`src/rtl/vga_fb_arbiter.sv`:
```
// Framebuffer RAM arbiter: scanout reads take strict priority, writer pixels
// are buffered one deep and issued in free cycles (optionally vblank only).
module vga_fb_arbiter #(
  parameter int AW             = 19,
  parameter int DW             = 12,
  parameter int WR_VBLANK_ONLY = 0,
  parameter int STARVE_MAX     = 1023
) (
  input  logic          clk,
  input  logic          i_sclr,
  input  logic          i_px_clk,
  input  logic          i_vaddr_en,
  input  logic          i_disp_req,
  input  logic [AW-1:0] i_disp_addr,
  output logic [DW-1:0] o_disp_rdata,
  output logic          o_disp_rvalid,
  input  logic          i_wr_valid,
  output logic          o_wr_ready,
  input  logic [AW-1:0] i_wr_addr,
  input  logic [DW-1:0] i_wr_data,
  output logic          o_ram_en,
  output logic          o_ram_we,
  output logic [AW-1:0] o_ram_addr,
  output logic [DW-1:0] o_ram_wdata,
  input  logic [DW-1:0] i_ram_rdata,
  output logic          o_wr_starve
);

  localparam int CW = $clog2(STARVE_MAX + 1);

  typedef enum logic [1:0] {IDLE, DISP, WR} gnt_t;

  gnt_t          gnt;
  logic          rd_stage;
  logic          pend_valid;
  logic [AW-1:0] pend_addr;
  logic [DW-1:0] pend_data;
  logic [CW-1:0] starve_cnt;
  logic [CW-1:0] starve_nxt;

  logic disp_hit;
  logic vblank_ok;
  logic wr_ok;
  logic wr_accept;

  assign disp_hit   = i_disp_req & i_px_clk;
  assign vblank_ok  = (WR_VBLANK_ONLY == 0) || !i_vaddr_en;
  assign wr_ok      = pend_valid & ~disp_hit & vblank_ok;
  // Combinational so the buffer can refill in the same cycle it drains.
  assign o_wr_ready = ~pend_valid | wr_ok;
  assign wr_accept  = i_wr_valid & o_wr_ready;

  always_comb begin
    starve_nxt = starve_cnt;
    if (!pend_valid || wr_ok)
      starve_nxt = '0;
    else if (starve_cnt != CW'(STARVE_MAX))
      starve_nxt = starve_cnt + 1'b1;
  end

  always_ff @(posedge clk) begin
    if (i_sclr) begin
      gnt           <= IDLE;
      rd_stage      <= 1'b0;
      pend_valid    <= 1'b0;
      pend_addr     <= '0;
      pend_data     <= '0;
      starve_cnt    <= '0;
      o_wr_starve   <= 1'b0;
      o_ram_en      <= 1'b0;
      o_ram_we      <= 1'b0;
      o_ram_addr    <= '0;
      o_ram_wdata   <= '0;
      o_disp_rdata  <= '0;
      o_disp_rvalid <= 1'b0;
    end else begin
      if (disp_hit)   gnt <= DISP;
      else if (wr_ok) gnt <= WR;
      else            gnt <= IDLE;

      o_ram_en <= disp_hit | wr_ok;
      o_ram_we <= wr_ok;
      if (disp_hit) begin
        o_ram_addr <= i_disp_addr;
      end else if (wr_ok) begin
        o_ram_addr  <= pend_addr;
        o_ram_wdata <= pend_data;
      end

      if (wr_accept) begin
        pend_addr <= i_wr_addr;
        pend_data <= i_wr_data;
      end
      pend_valid <= wr_accept | (pend_valid & ~wr_ok);

      // gnt is the first read-tracking stage; rd_stage marks RAM data arriving.
      rd_stage      <= (gnt == DISP);
      o_disp_rvalid <= rd_stage;
      if (rd_stage) o_disp_rdata <= i_ram_rdata;

      starve_cnt  <= starve_nxt;
      o_wr_starve <= (starve_nxt == CW'(STARVE_MAX));
    end
  end

endmodule

```
`config.mk`:
```
export PLATFORM = sky130hd
export DESIGN_NAME = vga_fb_arbiter
export DESIGN_NICKNAME = d
export VERILOG_FILES = /design/src/rtl/vga_fb_arbiter.sv
export SDC_FILE = /design/constraint.sdc
export NUM_CORES = 1
export LEC_CHECK = 0
export BUFFER_PORTS_ARGS = -buffer_cell sky130_fd_sc_hd__buf_4
export CORE_AREA = 2 2 122 65
export DETAILED_ROUTE_END_ITERATION = 10
export DIE_AREA = 0 0 124 67
export HOLD_SLACK_MARGIN = 0.15
export PLACE_DENSITY_LB_ADDON = 0.15
export SYNTH_ARGS = -nofsm -noshare
export SYNTH_HDL_FRONTEND = slang
export SYNTH_SLANG_ARGS = --single-unit
```
`constraint.sdc`:
```
create_clock -name clk -period 2.47 [get_ports clk]
set_clock_uncertainty 0.1 [all_clocks]
set_input_delay 0.494 -clock clk [delete_from_list [all_inputs] [get_ports clk]]
set_output_delay 0.494 -clock clk [all_outputs]
set_load 0.005 [all_outputs]
```
After elaboration in Yosys (flattened, before gate mapping)
Index checks and enable logic that the tools add are counted.

word-level totals
  flip-flop bits (word level) = 92
  bits in latches = 0
  RAM bits = 0
  ROM bits = 0
  output and inout bits = 48
  logic and storage cells = 39
  memories kept = 0

cells by class
  add/subtract/negate cells = 1
  $mul = 0
  div/mod/pow operators = 0
  magnitude comparators = 0
  equality and inequality tests = 3
  shift operators = 0
  muxes and demuxes = 6
  bitwise operators = 10
  reductions and logical operators = 5

operators by type and width
  cell                                                  number
  two-way mux 19 bit                                    2
  two-way mux 10 bit                                    2
  adder 10 x 1 -> 10 bit (second input constant)        1
  equality test 10 bit (second input constant)          1
  != test 10 bit (second input constant)                1
  AND 1 bit                                             4
  NOT 1 bit                                             3
  OR 1 bit                                              3
  equality test 2 x 1 -> 1 bit (second input constant)  1
  two-way mux 2 bit                                     1
  AND reduction 2 bit                                   1
  nonzero test 2 bit                                    1
  OR reduction 2 bit                                    1
  zero test 1 bit                                       1
  logical OR 1 bit                                      1
  two-way mux 1 bit                                     1

Logic depth before layout (Yosys ltp)
Gate-level depths: netlist of the first run.

  depth after elaboration = 6
  mapped depth = 7
  mapped depth without buffers = 6

Worst setup path before layout of the first run
No wires, ideal clock.

  path type = register -> register
  start point = register starve_cnt[0]
  end point = register o_wr_starve
  arrival = 1.546 ns
  data required time = 2.282 ns
  setup slack = 0.736 ns
  cell stages (with the launch flop) = 7
  path buffers = 0
  cells stage by stage = dfxtp_1 ha_1 and3_4 and4bb_1 a211oi_2 a21bo_1 nor4_2

between the ends
  word-level cells in the longest chain between the ends = 4
  elaborated cells on any way between the ends = 5
  those cells by class = add/sub (1); eq/ne (2); mux (2)

ends and longest elaborated chain
  what                                                      RTL line  text
  from (decl)                                               38        logic [CW-1:0] starve_cnt;
  from (signal assigned)                                    101       starve_cnt <= starve_nxt;
  adder 10 x 1 -> 10 bit or != test 10 bit (tied branches)  58, 57
  two-way mux 10 bit (*)                                    57        else if (starve_cnt != CW'(STARVE_MAX))
  two-way mux 10 bit (*)                                    55        if (!pend_valid || wr_ok)
  equality test 10 bit (*)                                  102       o_wr_starve <= (starve_nxt == CW'(STARVE_MAX));
  to (signal assigned)                                      102
  to (decl)                                                 26        output logic o_wr_starve

Every way passes the cells marked *; elsewhere a longest branch is shown, timed or not.
A chain may end at the register's enable or synchronous reset.

Final worst setup path of the first run
Same ends and word-level chain as after synthesis.

==> results by group, run 1 <==
Hold path
  – Startpoint of the worst hold path: gnt[1]
  – Cell count of the worst hold path: 1
  – Worst hold path endpoint: rd_stage
  – Path category of the worst min-delay check: flop to flop

Finish
  – Area taken by flip-flops and latches: between 0.0015 and 0.002 mm^2
  – Final #Nets: approximately 570
  – Area growth from synthesis to layout: 34.8%
  – Fill count: roughly 610
  – Layout cells sized above 1: ~28%
  – Number of diodes added for antenna fixing: 0
  – Area used by multi-input combinational logic: between 0.0015 and 0.002 mm^2

Worst setup path
  – Cell at the slowest stage of the critical path: dfxtp_1
  – Critical path arrival: 2120 ps
  – Critical path data required time: about 2600 ps
  – Flop-to-flop setup slack: just under 500 ps
  – End of the worst register-to-register path: o_wr_starve
  – Crit-path max cell delay: between 400 and 500 ps
  – Element type at the critical path start: flop
  – Sequence of cells on the critical path: ha_1 -> and3_4 -> and4bb_1 -> a211oi_2 -> a21bo_1 -> nor4_2
  – Worst R2R Path Depth: 6
  – Origin of the critical flop-to-flop path: starve_cnt[0]
  – Kind of end point of the critical path: flop
  – CP Launch Point: starve_cnt[0]
  – Worst Setup Path Type: flop to flop
  – Maximum fanout along the worst path: 7

Synthesis
  – Post-synth top area share: between 50% and 60%
  – Fraction of registers with async set/reset: 0%
  – Most common cell in the netlist: nand2_1
  – Number of distinct standard cells referenced by the synthesized netlist: 36
  – Number of enable flip-flop cells after synthesis: 0
  – Post-synthesis instance area: approximately 0.0035 mm^2
  – Post-synthesis instance total: between 300 and 400
  – Number of warnings issued by yosys: 0
  – Top cells by instance count after synthesis: 94 x nand2_1, 92 x dfxtp_1, 48 x a21oi_1
  – Number of flip-flops and latches in the synthesized netlist: 92
  – Most area-consuming cells after synthesis: dfxtp_1 53%, nand2_1 10%, mux2i_1 9.5%
  – Average cell area after synthesis: ~8.8 um^2
  – Net count of the mapped netlist: between 400 and 500
  – Cell accounting for the most synthesized area: dfxtp_1
  – Part of the Yosys area used for sequential elements: between 50 and 60%
  – Most used flip-flop cell after synthesis: dfxtp_1

GRT
  – Via count of the first global-routing pass: ~2,900
  – Largest net degree at the start of global routing: just under 50
  – Total congestion overflow: 0
  – GRT Overall Usage: 21.5%
  – Initial antenna violation count: 0
  – First-pass GRT wire length: 13,600 um

Routing
  – Routed via count: slightly above 3,000
  – Pre-Repair DR Iteration Count: 4
  – Routed Wire Length: 8420 um
  – Number of DRC markers in iteration 0: 217
  – Routed length per placed instance: 14.1 um
  – Number of antenna-violating nets in the routed design: 0
  – DRC violation count after routing: 0
  – Via density: between 5 and 6

Clocking
  – Clock Latency Late Sink: between 300 and 400 ps
  – CTS buffer count: 9
  – Clk sinks: 92
  – CTS clk-pin slew, worst paths: roughly 60 ps
  – Cts-stage hold buffer count: 0
  – Setup Fix Bufs, Post-CTS: 0
  – Root Buffer Master: clkbuf_16
  – Max Buffers Root-to-Sink: 2
  – CTS tree: built
  – Number of H-tree levels: 3
  – Total of cells resized after clock tree synthesis: 0

Die
  – Initial Utilization: between 40% and 50%
  – Die span in x: around 120 um
  – I/O pin count: roughly 120
  – # rows: 22
  – Die footprint: between 0.008 and 0.009 mm^2
  – Height of the chip: roughly 67 um
  – Total core area: just over 0.007 mm^2

STA
  – Slew HR: a little over half
  – Transition time of the tightest slew-check pin: around 700 ps
  – Slew Limit Fails: 0
  – Time the final worst path needs with I/O delays and setup: between 1500 and 2000 ps
  – Setup violators final: 0
  – Number of hold violations in the final report: 0
  – RSZ-0062 raised after global routing: no
  – Fmax: 506 MHz
  – Final-layout worst hold slack: slightly below 300 ps
  – Sum of negative setup slack: 0 ps
  – Share of the cycle needed by the critical path after routing: approximately four fifths

Status
  – Result of the run: finished clean

Placed design
  – I/O Buffers: between 100 and 150
  – Placed wire-length estimate: approximately 5800 um
  – Routability congestion estimate from global placement: ~0.94

Pwr
  – Power density over the cells: 690 mW/mm^2
  – Highest ir drop seen on vdd: 405 uV
  – Static power due to leakage: between 1.5 and 2 nW

Flow run
  – Max-cap violation count: 0
power by group:
part / internal, mW / switching (mW)
clock network: 0.826 / 0.521
registers: 1.55 / 0.0366
logic: 0.170 / 0.145
total: 2.55 / 0.703
cell type report:
class | count | share of cell area [%]
sequential | 92 | 39.1
inverter | 2 | 0.159
clock inverter | 2 | 0.744
clock buffer | 12 | 5.45
timing repair buffer | 122 | 19.7
tap | 96 | 2.55
multi-input combinational | 273 | 32.2
metrics by stage:
step	utilization [%]	setup WS, ps	cell area, um^2	total power [mW]	instances
after CTS	65.8	508	4710	3.27	599
final	65.8	494	4710	3.25	599
after floorplan	-	736	3490	1.76	397
after global routing	65.8	315	4710	3.38	599
after detailed placement	61.7	545	4420	1.93	585
after global placement	61.7	560	4420	1.93	585
worst max-delay path by stage:
stage               slack [ps]  cells after the start     endpoint
CTS                        510                      6  o_wr_starve
detailed placement         550                      6  o_wr_starve
finish                     490                      6  o_wr_starve
global placement           560                      6  o_wr_starve
global route               310                      6  o_wr_starve
floorplan                  740                      6  o_wr_starve
critical path, delay by kind of cell (launching register included):
family | cells | cell delay, ps
AND/OR/NAND/NOR | 3 | 550
flip-flops | 1 | 470
adder cells (fa/ha/maj) | 1 | 290
AO/OA/AOI/OAI | 2 | 480
layout by cell type (no fill, tap or decap), drive strengths merged, types with 2 or more instances in the layout:
cell type,n
nand2,94
and4,2
nand3,3
nor4,3
mux2i,33
nand4,3
a211oi,23
o21ai,2
inv,2
and2,2
nor2,41
clkbuf,12
and3,2
a21oi,48
nor3,3
buf,122
nor3b,2
dfxtp,92
logic make-up after synthesis:
group / synth area share [%]
AOI/OAI and AO/OA: 13.5
xor gates and xnor gates: 0.251
adders and majority gates: 0.358
buffers and inverters: 3.76
DFF: 52.8
muxes: 9.46
and+or+nand+nor: 19.9
state kept, by name, indices dropped and copies added (netlist names):
name / flops
o_ram_we: 1
o_disp_rvalid: 1
pend_data: 12
rd_stage: 1
o_ram_wdata: 12
gnt: 2
starve_cnt: 10
pend_addr: 19
o_disp_rdata: 12
o_ram_en: 1
pend_valid: 1
o_ram_addr: 19
o_wr_starve: 1
routing by layer:
layer / GRT usage [%] / part of all wire, %
met2: 32.3 / 40
met3: 7.79 / 7.5
met4: 5.34 / 1.1
met5: 0 / 0
met1: 29.3 / 51
Note: power is estimated with default switching activity, not from simulation.
==> run 2, diff against run 1 <==
==> constraint.sdc (replaced) <==
create_clock -name clk -period 1.9 [get_ports clk]
set_clock_uncertainty 0.1 [all_clocks]
set_input_delay 0.38 -clock clk [delete_from_list [all_inputs] [get_ports clk]]
set_output_delay 0.38 -clock clk [all_outputs]
set_load 0.005 [all_outputs]
==> run 2 against run 1 <==
Global-route usage is 0.18 points lower. Worst setup slack got worse by 410 ps. Final cell count grew 1.7%. Critical path depth did not move. Critical path type unchanged.
==> results by group, run 2 (synthesized netlist as in run 1, its figures left out) <==
Routing
  – Number of DRC markers in iteration 0: 144 (was 217)
  – Routed Wire Length: 8390 um (was 8420 um)
  – DRC violation count after routing: 0 (unchanged)
  – Routed length per placed instance: 13.8 um (was 14.1 um)
  – Number of antenna-violating nets in the routed design: 0 (unchanged)
  – Via density: 5.01 (was 5.15)
  – Pre-Repair DR Iteration Count: 4 (unchanged)
  – Routed via count: 3,053 (was 3,082)

Flow run
  – Max-cap violation count: 0 (unchanged)

Clocking
  – Clk sinks: 92 (unchanged)
  – CTS tree: built (unchanged)
  – Clock Latency Late Sink: 330 ps (about the same)
  – Number of H-tree levels: 3 (unchanged)
  – Cts-stage hold buffer count: 0 (unchanged)
  – Root Buffer Master: clkbuf_16 (unchanged)
  – CTS clk-pin slew, worst paths: 60 ps (about the same)
  – CTS buffer count: 9 (unchanged)
  – Max Buffers Root-to-Sink: 2 (unchanged)

Die
  – Height of the chip: 67 um (unchanged)
  – Die footprint: 0.00831 mm^2 (unchanged)
  – Die span in x: 124 um (unchanged)
  – # rows: 22 (unchanged)
  – Initial Utilization: 48.8% (unchanged)
  – I/O pin count: 116 (unchanged)
  – Total core area: 0.00716 mm^2 (unchanged)

STA
  – Sum of negative setup slack: 0 ps (unchanged)
  – Fmax: 551 MHz (was 506 MHz)
  – Setup violators final: 0 (unchanged)
  – Transition time of the tightest slew-check pin: 683 ps (was 687 ps)
  – Slew Limit Fails: 0 (unchanged)
  – Time the final worst path needs with I/O delays and setup: 1810 ps (was 1980 ps)
  – RSZ-0062 raised after global routing: no (unchanged)
  – Number of hold violations in the final report: 0 (unchanged)
  – Slew HR: 54.4% (was 54.1%)
  – Share of the cycle needed by the critical path after routing: 95.5% (was 80.0%)

Placed design
  – Routability congestion estimate from global placement: 0.895 (was 0.939)
  – Placed wire-length estimate: 5790 um (was 5820 um)
  – I/O Buffers: 114 (unchanged)
  – Number of placed cells counting well taps: 591 (was 585)

Finish
  – Layout cells sized above 1: 29.0% (was 27.6%)
  – Non-filler instance count after layout: 609 (was 599)
  – Final #Nets: 577 (was 569)
  – Number of diodes added for antenna fixing: 0 (unchanged)
  – Regs by FF count: o_ram_addr: 19 flops, pend_addr: 19 flops (unchanged)
  – Most used cells in the layout excluding fill and tap cells: 128 x buf_4, 94 x nand2_1, 91 x dfxtp_1 (was 121 x buf_4, 94 x nand2_1, 92 x dfxtp_1)
  – Most common library cell in the layout ignoring fill and taps: buf_4 (unchanged)
  – Area growth from synthesis to layout: 36.4% (was 34.8%)
  – Fill count: 598 (was 605)

GRT
  – GRT Overall Usage: 21.3% (was 21.5%)
  – Total congestion overflow: 0 (unchanged)
  – Largest net degree at the start of global routing: 83 (was 49)
  – Initial antenna violation count: 0 (unchanged)
  – Via count of the first global-routing pass: 2,801 (was 2,870)
  – First-pass GRT wire length: 13,300 um (was 13,600 um)

Pwr
  – Static power due to leakage: 1.97 nW (was 1.94 nW)
  – Proportion of total power due to net switching: 23.0% (was 21.6%)
  – P_int: 3.16 mW (was 2.55 mW)
  – Net switching power figure: 0.942 mW (was 0.703 mW)
  – Proportion of power drawn by the clock network: 39.6% (was 41.5%)
  – Power share of the combinational group: 10.2% (was 9.7%)
  – Highest ir drop seen on vdd: 490 uV (was 405 uV)
  – Part of the total power dissipated in sequential elements: 50.3% (was 48.8%)
  – Power density over the cells: 862 mW/mm^2 (was 690 mW/mm^2)

Worst setup path
  – CP Buf/Inv Count: 0 (unchanged)
  – Maximum fanout along the worst path: 5 (was 7)
  – Worst Setup Path Type: flop to flop (unchanged)
  – Gate family responsible for the most delay along the worst path: simple AND/OR/NAND/NOR gates (unchanged)
  – Crit-path max cell delay: 420 ps (was 470 ps)
  – Element type at the critical path start: flop (unchanged)
  – Kind of end point of the critical path: flop (unchanged)
  – Sequence of cells on the critical path: ha_1 -> and3_4 -> and4bb_1 -> a211oi_2 -> a21bo_1 -> nor4_2 (unchanged)
  – Cell at the slowest stage of the critical path: dfxtp_1 (unchanged)
  – Critical path arrival: 1970 ps (was 2120 ps)
  – Flop-to-flop setup slack: 90 ps (was 490 ps)
  – Critical path data required time: 2050 ps (was 2610 ps)

Hold path
  – Path category of the worst min-delay check: input port to flop (was flop to flop)

Status
  – Result of the run: finished clean (unchanged)
==> run 2: path summary, 6_finish.rpt <==
| kind | start | end | cells after the start |
|---|---|---|---|
| min | i_ram_rdata[9] | o_disp_rdata[9] | 3 |
| min reg2reg | gnt[1] | rd_stage | 1 |
| max reg2reg | starve_cnt[1] | o_wr_starve | 6 |
| max | starve_cnt[1] | o_wr_starve | 6 |
==> run 2: what timing repair did <==
action                     CTS  global route
setup endpoints to repair    0             1
gates resized for setup      0             1
buffers inserted             0             2
==> run 2: stage by stage <==
stage,worst slack [ps],hold WS [ps],area [um^2],utilization (%),power (mW)
final,85.5,185,4760,66.5,4.10
after global routing,9.71,176,4760,66.5,4.27
after CTS,39.7,170,4740,66.3,4.15
after detailed placement,81.0,283,4470,62.5,2.52
after global placement,114,279,4470,62.5,2.51
after floorplan,166,273,3490,-,2.29
==> run 2: worst register-to-register path, cell delays in order (launching register included) <==
cell and delay, ps:
dfxtp_1 420, ha_1 210, and3_4 220, and4bb_1 200, a211oi_2 240, a21bo_1 230, nor4_2 120
==> run 2: power groups by stage <==
| stage | Combinational (mW) | Sequential [mW] | Clock (mW) |
|---|---|---|---|
| floorplan | 0.191 | 2.09 | 0 |
| global placement | 0.413 | 2.10 | 0 |
| detailed placement | 0.419 | 2.10 | 0 |
| CTS | 0.421 | 2.06 | 1.67 |
| global route | 0.464 | 2.07 | 1.74 |
| finish | 0.417 | 2.06 | 1.62 |
==> run 2: layer usage <==
layer  part of all wire (%)  routed length, um  up-vias  track usage (%)
met5                      0                  0        -                0
met4                   0.49                 41        0             5.48
met3                    8.5                712        4             8.22
met2                     41               3480      110             30.9
met1                     50               4160     1357             29.5
li1                       -                  -     1582                -
==> run 2: layout make-up <==
class	count	area, um^2	share of cell area, %
multi-input combinational	273	1520	31.9
clock inverter	4	25.0	0.526
clock buffer	12	246	5.18
tap	96	120	2.52
inverter	2	7.51	0.158
sequential	92	1840	38.7
timing repair buffer	130	1000	21.0
